## src/rtl/ucode_pkg.sv

```systemverilog
// Shared definitions for the microcode sequencer: opcodes, FSM states and
// instruction-word field helpers.
package ucode_pkg;

  localparam logic [2:0] OP_WAIT  = 3'b000;
  localparam logic [2:0] OP_JUMP  = 3'b001;
  localparam logic [2:0] OP_DJNZ  = 3'b010;
  localparam logic [2:0] OP_LDCNT = 3'b011;
  localparam logic [2:0] OP_HALT  = 3'b100;
  localparam logic [2:0] OP_CALL  = 3'b101;
  localparam logic [2:0] OP_RET   = 3'b110;
  localparam logic [2:0] OP_NOP   = 3'b111;

  typedef enum logic [1:0] {
    FETCH = 2'd0,
    EXEC  = 2'd1,
    WAIT  = 2'd2,
    HALT  = 2'd3
  } state_t;

  // Word layout, MSB->LSB: {pwm[N-1]..pwm[0], vec, opcode, arg}
  function automatic int instr_width(input int addr_w, input int out_w,
                                     input int pwm_ch, input int pwm_w);
    return pwm_ch * pwm_w + out_w + 3 + addr_w;
  endfunction

  function automatic int op_lsb(input int addr_w);
    return addr_w;
  endfunction

  function automatic int vec_lsb(input int addr_w);
    return addr_w + 3;
  endfunction

  function automatic int pwm_lsb(input int addr_w, input int out_w);
    return addr_w + 3 + out_w;
  endfunction

endpackage

```

## src/rtl/ucode_prescaler.sv

```systemverilog
// Wait-timer prescaler: counts 0..PRESCALE-1 while enabled and pulses o_tick
// on the cycle it wraps. Synchronous clear restarts the count at zero.
module ucode_prescaler #(
  parameter int PRESCALE = 1000
) (
  input  logic clk,
  input  logic rst_n,
  input  logic i_clr,
  input  logic i_en,
  output logic o_tick
);

  localparam int CNT_W = (PRESCALE > 1) ? $clog2(PRESCALE) : 1;
  localparam logic [CNT_W-1:0] LAST = CNT_W'(PRESCALE - 1);

  logic [CNT_W-1:0] r_cnt;

  assign o_tick = i_en && (r_cnt == LAST);

  always_ff @(posedge clk or negedge rst_n) begin
    if (!rst_n) begin
      r_cnt <= '0;
    end else if (i_clr) begin
      r_cnt <= '0;
    end else if (i_en) begin
      r_cnt <= (r_cnt == LAST) ? '0 : r_cnt + 1'b1;
    end
  end

endmodule

```

## src/rtl/ucode_sequencer.sv

```systemverilog
// Microcode sequencer driving LED vector and PWM duties from a synchronous ROM.
// Define UCODE_CALL_EN to enable single-level CALL/RET; otherwise they act as NOP.
module ucode_sequencer
  import ucode_pkg::*;
#(
  parameter int ADDR_W   = 9,
  parameter int OUT_W    = 12,
  parameter int PWM_CH   = 2,
  parameter int PWM_W    = 4,
  parameter int PRESCALE = 1000,
  localparam int INSTR_W = instr_width(ADDR_W, OUT_W, PWM_CH, PWM_W)
) (
  input  logic                     clk,
  input  logic                     rst_n,
  input  logic                     run,
  output logic                     rom_en,
  output logic [ADDR_W-1:0]        rom_addr,
  input  logic [INSTR_W-1:0]       rom_data,
  output logic [OUT_W-1:0]         vec,
  output logic [PWM_CH*PWM_W-1:0]  pwm,
  output logic [ADDR_W-1:0]        pc,
  output logic                     halted
);

  localparam int OP_LSB  = op_lsb(ADDR_W);
  localparam int VEC_LSB = vec_lsb(ADDR_W);
  localparam int PWM_LSB = pwm_lsb(ADDR_W, OUT_W);
  localparam int PWM_TOT = PWM_CH * PWM_W;
  localparam logic [ADDR_W-1:0] ONE = ADDR_W'(1);

  state_t              r_state;
  logic [ADDR_W-1:0]   r_pc;
  logic [OUT_W-1:0]    r_vec;
  logic [PWM_TOT-1:0]  r_pwm;
  logic [ADDR_W-1:0]   r_loop_cnt;
  logic [ADDR_W-1:0]   r_wait_cnt;
  logic [ADDR_W-1:0]   r_arg;
`ifdef UCODE_CALL_EN
  logic [ADDR_W-1:0]   r_ret_addr;
  logic [ADDR_W-1:0]   w_ret_next;
`endif

  state_t              w_state_next;
  logic [ADDR_W-1:0]   w_pc_next;
  logic [OUT_W-1:0]    w_vec_next;
  logic [PWM_TOT-1:0]  w_pwm_next;
  logic [ADDR_W-1:0]   w_loop_next;
  logic [ADDR_W-1:0]   w_wait_next;
  logic [ADDR_W-1:0]   w_arg_next;
  logic                w_presc_clr;
  logic                w_presc_en;
  logic                w_tick;

  logic [2:0]          w_op;
  logic [ADDR_W-1:0]   w_arg;
  logic [OUT_W-1:0]    w_rom_vec;
  logic [PWM_TOT-1:0]  w_rom_pwm;
  logic [ADDR_W-1:0]   w_pc_inc;
  logic [ADDR_W-1:0]   w_loop_dec;

  assign w_op      = rom_data[OP_LSB +: 3];
  assign w_arg     = rom_data[ADDR_W-1:0];
  assign w_rom_vec = rom_data[VEC_LSB +: OUT_W];
  assign w_pc_inc  = r_pc + ONE;
  assign w_loop_dec = r_loop_cnt - ONE;

  genvar gi;
  generate
    for (gi = 0; gi < PWM_CH; gi++) begin : g_pwm_field
      assign w_rom_pwm[gi*PWM_W +: PWM_W] = rom_data[PWM_LSB + gi*PWM_W +: PWM_W];
    end
  endgenerate

  ucode_prescaler #(
    .PRESCALE (PRESCALE)
  ) u_prescaler (
    .clk    (clk),
    .rst_n  (rst_n),
    .i_clr  (w_presc_clr),
    .i_en   (w_presc_en),
    .o_tick (w_tick)
  );

  // Gated by rst_n so the strobe is low for the whole reset, whatever run does.
  assign rom_en   = rst_n && run && (r_state == FETCH);
  assign rom_addr = r_pc;
  assign pc       = r_pc;
  assign vec      = r_vec;
  assign pwm      = r_pwm;
  assign halted   = (r_state == HALT);

  always_comb begin
    w_state_next = r_state;
    w_pc_next    = r_pc;
    w_vec_next   = r_vec;
    w_pwm_next   = r_pwm;
    w_loop_next  = r_loop_cnt;
    w_wait_next  = r_wait_cnt;
    w_arg_next   = r_arg;
    w_presc_clr  = 1'b0;
    w_presc_en   = 1'b0;
`ifdef UCODE_CALL_EN
    w_ret_next   = r_ret_addr;
`endif
    case (r_state)
      FETCH: begin
        if (run) w_state_next = EXEC;
      end
      EXEC: begin
        w_vec_next   = w_rom_vec;
        w_pwm_next   = w_rom_pwm;
        w_arg_next   = w_arg;
        w_state_next = FETCH;
        case (w_op)
          OP_WAIT: begin
            if (w_arg == '0) begin
              w_pc_next = w_pc_inc;
            end else begin
              w_presc_clr  = 1'b1;
              w_wait_next  = '0;
              w_state_next = WAIT;
            end
          end
          OP_JUMP:  w_pc_next = w_arg;
          OP_LDCNT: begin
            w_loop_next = w_arg;
            w_pc_next   = w_pc_inc;
          end
          OP_DJNZ: begin
            if (r_loop_cnt != '0) begin
              w_loop_next = w_loop_dec;
              w_pc_next   = (w_loop_dec != '0) ? w_arg : w_pc_inc;
            end else begin
              w_pc_next = w_pc_inc;
            end
          end
          OP_HALT:  w_state_next = HALT;
`ifdef UCODE_CALL_EN
          OP_CALL: begin
            w_ret_next = w_pc_inc;
            w_pc_next  = w_arg;
          end
          OP_RET:   w_pc_next = r_ret_addr;
`endif
          default:  w_pc_next = w_pc_inc;
        endcase
      end
      WAIT: begin
        w_presc_en = 1'b1;
        if (w_tick) begin
          w_wait_next = r_wait_cnt + ONE;
          // Last tick of the wait: arg ticks of PRESCALE cycles have elapsed.
          if (r_wait_cnt == r_arg - ONE) begin
            w_pc_next    = w_pc_inc;
            w_state_next = FETCH;
          end
        end
      end
      HALT: begin
        w_state_next = HALT;
      end
      default: w_state_next = FETCH;
    endcase
  end

  always_ff @(posedge clk or negedge rst_n) begin
    if (!rst_n) begin
      r_state    <= FETCH;
      r_pc       <= '0;
      r_vec      <= '0;
      r_pwm      <= '0;
      r_loop_cnt <= '0;
      r_wait_cnt <= '0;
      r_arg      <= '0;
    end else begin
      r_state    <= w_state_next;
      r_pc       <= w_pc_next;
      r_vec      <= w_vec_next;
      r_pwm      <= w_pwm_next;
      r_loop_cnt <= w_loop_next;
      r_wait_cnt <= w_wait_next;
      r_arg      <= w_arg_next;
    end
  end

`ifdef UCODE_CALL_EN
  always_ff @(posedge clk or negedge rst_n) begin
    if (!rst_n) r_ret_addr <= '0;
    else        r_ret_addr <= w_ret_next;
  end
`endif

endmodule

```

## config.mk

```make
export PLATFORM = sky130hd
export DESIGN_NAME = ucode_sequencer
export DESIGN_NICKNAME = d
export VERILOG_FILES = /design/src/rtl/ucode_pkg.sv /design/src/rtl/ucode_prescaler.sv /design/src/rtl/ucode_sequencer.sv
export SDC_FILE = /design/constraint.sdc
export NUM_CORES = 1
export LEC_CHECK = 0
export ABC_CLOCK_PERIOD_IN_PS = 3500
export CAP_MARGIN = 20
export CORE_UTILIZATION = 46
export DETAILED_ROUTE_END_ITERATION = 12
export PLACE_DENSITY = 0.79
export SETUP_SLACK_MARGIN = 0.5
export SYNTH_ARGS = -nofsm -noshare
export SYNTH_HDL_FRONTEND = slang
export SYNTH_HIERARCHICAL = 1
export SYNTH_SLANG_ARGS = --single-unit
```

## constraint.sdc

```tcl
create_clock -name clk -period 3.5 [get_ports clk]
set_clock_uncertainty 0.1 [all_clocks]
set_input_delay 0.525 -clock clk [delete_from_list [all_inputs] [get_ports clk]]
set_output_delay 0.525 -clock clk [all_outputs]
set_load 0.01 [all_outputs]
```

==> impl_metrics.json <==
{
  "yosys.area.top_type": "dfrtp_1",
  "hold_class": "input pin to async pin",
  "yosysSeqAreaShare_pct": 43.4,
  "place.gp.congestion": 0.848,
  "viasPerCell": 5.69,
  "slew_violations": 0,
  "crit_chain": "inv_1, ha_1, or3b_1, nor3_4, o21ai_1, and3_1, a31o_2, a21oi_1, a21oi_1",
  "route.detailed.drc": 0,
  "path_common_cell": "a21oi_1",
  "grt_pass1_wl_um": 15700,
  "r2r-start": "r_loop_cnt[0]$_DFFE_PN0P_",
  "grt_max_degree": 69,
  "layout.cells.non_filler": 573,
  "grt.overflow.total": 0,
  "cts-root-buf": "clkbuf_8",
  "yosysWarnings": 6,
  "clk_pin_slew_worst_paths_ns": 0.08,
  "cts_tree": "done",
  "htreeDepth": 3,
  "ys.flop_type": "dfrtp_1",
  "layout-drive-gt1-share_pct": 15.6,
  "critPathMaxFanout": 15,
  "power.leakage_nw": 2.02,
  "die-area_sq_um": 8900,
  "cp_num_buf_inv": 1,
  "rows": 33,
  "worst_pin_slew_ns": 0.845,
  "cp.required_ns": 3.64,
  "clk_latency_ns": 0.35,
  "relSlewSlack_pct": 43.7,
  "grt_util_all_layers_pct": 22.9,
  "netlist.area_leader.share_pct": 43.4,
  "maxCapViolCount": 0,
  "power.density_nw_per_um2": 300,
  "period_share_pct": 77.9,
  "synthToLayoutAreaGrowth_pct": 23.8,
  "die_w_um": 94.4,
  "fin_crit_ns": 2.73,
  "synth_seq_cells": 68,
  "r2r_slack_ns": 0.77,
  "setup_violations": 0,
  "initial_core_util_pct": 47.8,
  "setup_tns_ns": 0,
  "synth_nets": 442,
  "vias": 3259,
  "placed_cells": 556,
  "worstPathArrival_ns": 2.87,
  "syn_area_sq_um": 3920,
  "cts_max_path_buffers": 2,
  "postSynthCellCount": 401,
  "io_pins": 75,
  "antenna_found_initial": 0,
  "routedWlPerCell_um": 16.3,
  "die_h_um": 94.4,
  "finalHoldViolCount": 0,
  "cts_buffers": 9,
  "synth_cell_types": 62,
  "routed_wl_um": 9340,
  "peakVddDrop_mv": 0.249,
  "drtPass1Iterations": 5,
  "layout.nets": 504,
  "slowest_stage": "or3b_1",
  "synthTopCellsByArea": "dfrtp_1, mux2_2, a21oi_1",
  "cts.sink_count": 68,
  "syn_area_per_cell_sq_um": 9.78,
  "diodes": 0,
  "path_delay_family": "simple AND/OR/NAND/NOR gates",
  "synthArstFlopShare_pct": 100,
  "worstRegToRegCells": 9,
  "status": "completed",
  "drt_iter0_drc": 160,
  "design.core.area_sq_um": 8220,
  "path_class": "flop to flop",
  "grt_pass1_vias": 3267,
  "clock.fmax_ghz": 0.367,
  "numPortBuffers": 74,
  "rsz0062_at_grt": "no",
  "worstSetupStartpointType": "flop",
  "synth_edf_count": 0,
  "ant_nets": 0,
  "place_hpwl_um": 6700,
  "slowest_delay_ns": 0.45,
  "rr_endpoint": "pc[5]$_DFFE_PN0P_",
  "critPathCaptureType": "flop"
}
## report_power, final
part / internal, mW / leakage [nW] / switching [mW]
sequential: 0.785 / 0.847 / 0
combinational: 0.0393 / 1.08 / 0.0383
clock: 0.275 / 0.0920 / 0.318
total: 1.10 / 2.02 / 0.356
## synth_stat cells (3+ instances only)
cell	n
and3_1	7
inv_1	13
xor2_1	15
nor3_1	10
nand2_1	34
ha_1	6
clkbuf_1	6
nor2_1	24
a31o_2	6
nand4_1	9
mux2i_1	10
buf_2	5
nor2b_1	3
mux2_2	26
buf_1	7
o22ai_1	3
nor4_1	7
or3_1	8
dfrtp_1	68
o211ai_1	4
a21oi_1	35
or4_1	3
nand2b_1	3
buf_4	10
nand3_1	11
o21ai_0	23
## layout make-up
class                   instances  area [sq um]
clock buffers                  10           138
flip-flops and latches         68          1700
well taps                     105           131
clock inverters                 6          40.0
fillers                       695          3360
repair buffers                 81           788
inverters                      13          48.8
multi-input cells             290          2010
## per-layer routing
layer	global-route usage [%]	wire, um
met5	0	0
met4	5.51	78
met3	8.05	707
met2	37.5	4510
met1	28.9	4040
## logic make-up (layout without fill, tap and decap cells)
group,after synthesis,after routing,synth area share [%]
simple gates,137,137,18.9
compound gates,94,94,16.4
flops,68,68,43.4
buf+inv,43,110,5.61
mux,36,36,10.0
xor+xnor,17,17,3.79
fa+ha+maj,6,6,1.91
## worst reg2reg max path, cell delays in order, from the launching register on
cell and delay [ns]:
dfrtp_1 0.44, inv_1 0.10, ha_1 0.22, or3b_1 0.45
nor3_4 0.26, o21ai_1 0.11, and3_1 0.41, a31o_2 0.33
a21oi_1 0.15, a21oi_1 0.06
## what timing repair did
item | CTS | global route
hold buffers | 0 | 0
resized for setup | 0 | 1
setup buffers | 0 | 1
endpoints found under the hold margin | 0 | 0
endpoints found under the setup margin | 0 | 6
## flip-flops by register name, indices dropped and copies added, names as in the netlist
register,flops
vec,12
pc,9
r_loop_cnt,9
u_prescaler/r_cnt,10
r_wait_cnt,9
r_arg,9
pwm,8
r_state,2
## stage by stage
stage	cell area, sq um	utilization, %	hold slack, ns	worst slack, ns	power [mW]
global placement	4670	56.8	0.389	0.650	0.877
finish	4860	59.1	0.290	0.772	1.46
global route	4860	59.1	0.380	0.558	1.50
CTS	4840	59.0	0.338	0.685	1.47
floorplan	3920	-	0.129	0.737	0.817
detailed placement	4670	56.8	0.397	0.626	0.879
## worst max path at each step
stage | start | end | depth (start not counted)
after CTS | u_prescaler/r_cnt[0]$_DFFE_PN0P_ | pc[8]$_DFFE_PN0P_ | 11
final | r_loop_cnt[0]$_DFFE_PN0P_ | pc[5]$_DFFE_PN0P_ | 9
after floorplan | r_state[1]$_DFFE_PN0P_ | pc[2]$_DFFE_PN0P_ | 11
after global placement | rom_data[3] | pc[7]$_DFFE_PN0P_ | 8
after detailed placement | rom_data[3] | pc[8]$_DFFE_PN0P_ | 8
after global routing | r_loop_cnt[0]$_DFFE_PN0P_ | pc[7]$_DFFE_PN0P_ | 9
## placed cells by master (no fill, tap or decap), drive strengths merged, types with 3 or more instances in the layout
cell / netlist / routed
and3: 7 / 7
nor2: 25 / 25
o21ai: 25 / 25
nand3: 11 / 11
or2: 3 / 3
nand2b: 3 / 3
buf: 24 / 8
a31o: 6 / 6
xor2: 15 / 15
mux2: 26 / 26
mux2i: 10 / 10
ha: 6 / 6
o311ai: 3 / 3
dfrtp: 68 / 68
o22ai: 4 / 4
a21oi: 36 / 36
nand2: 35 / 35
o211ai: 4 / 4
or4: 3 / 3
nor3: 12 / 12
clkbuf: 6 / 10
clkinv: 0 / 5
clkdlybuf4s50: 0 / 73
or3: 8 / 8
inv: 13 / 13
nand4: 10 / 10
nor2b: 3 / 3
nor4: 7 / 7
No activity file was read; power rests on OpenSTA's default activity.
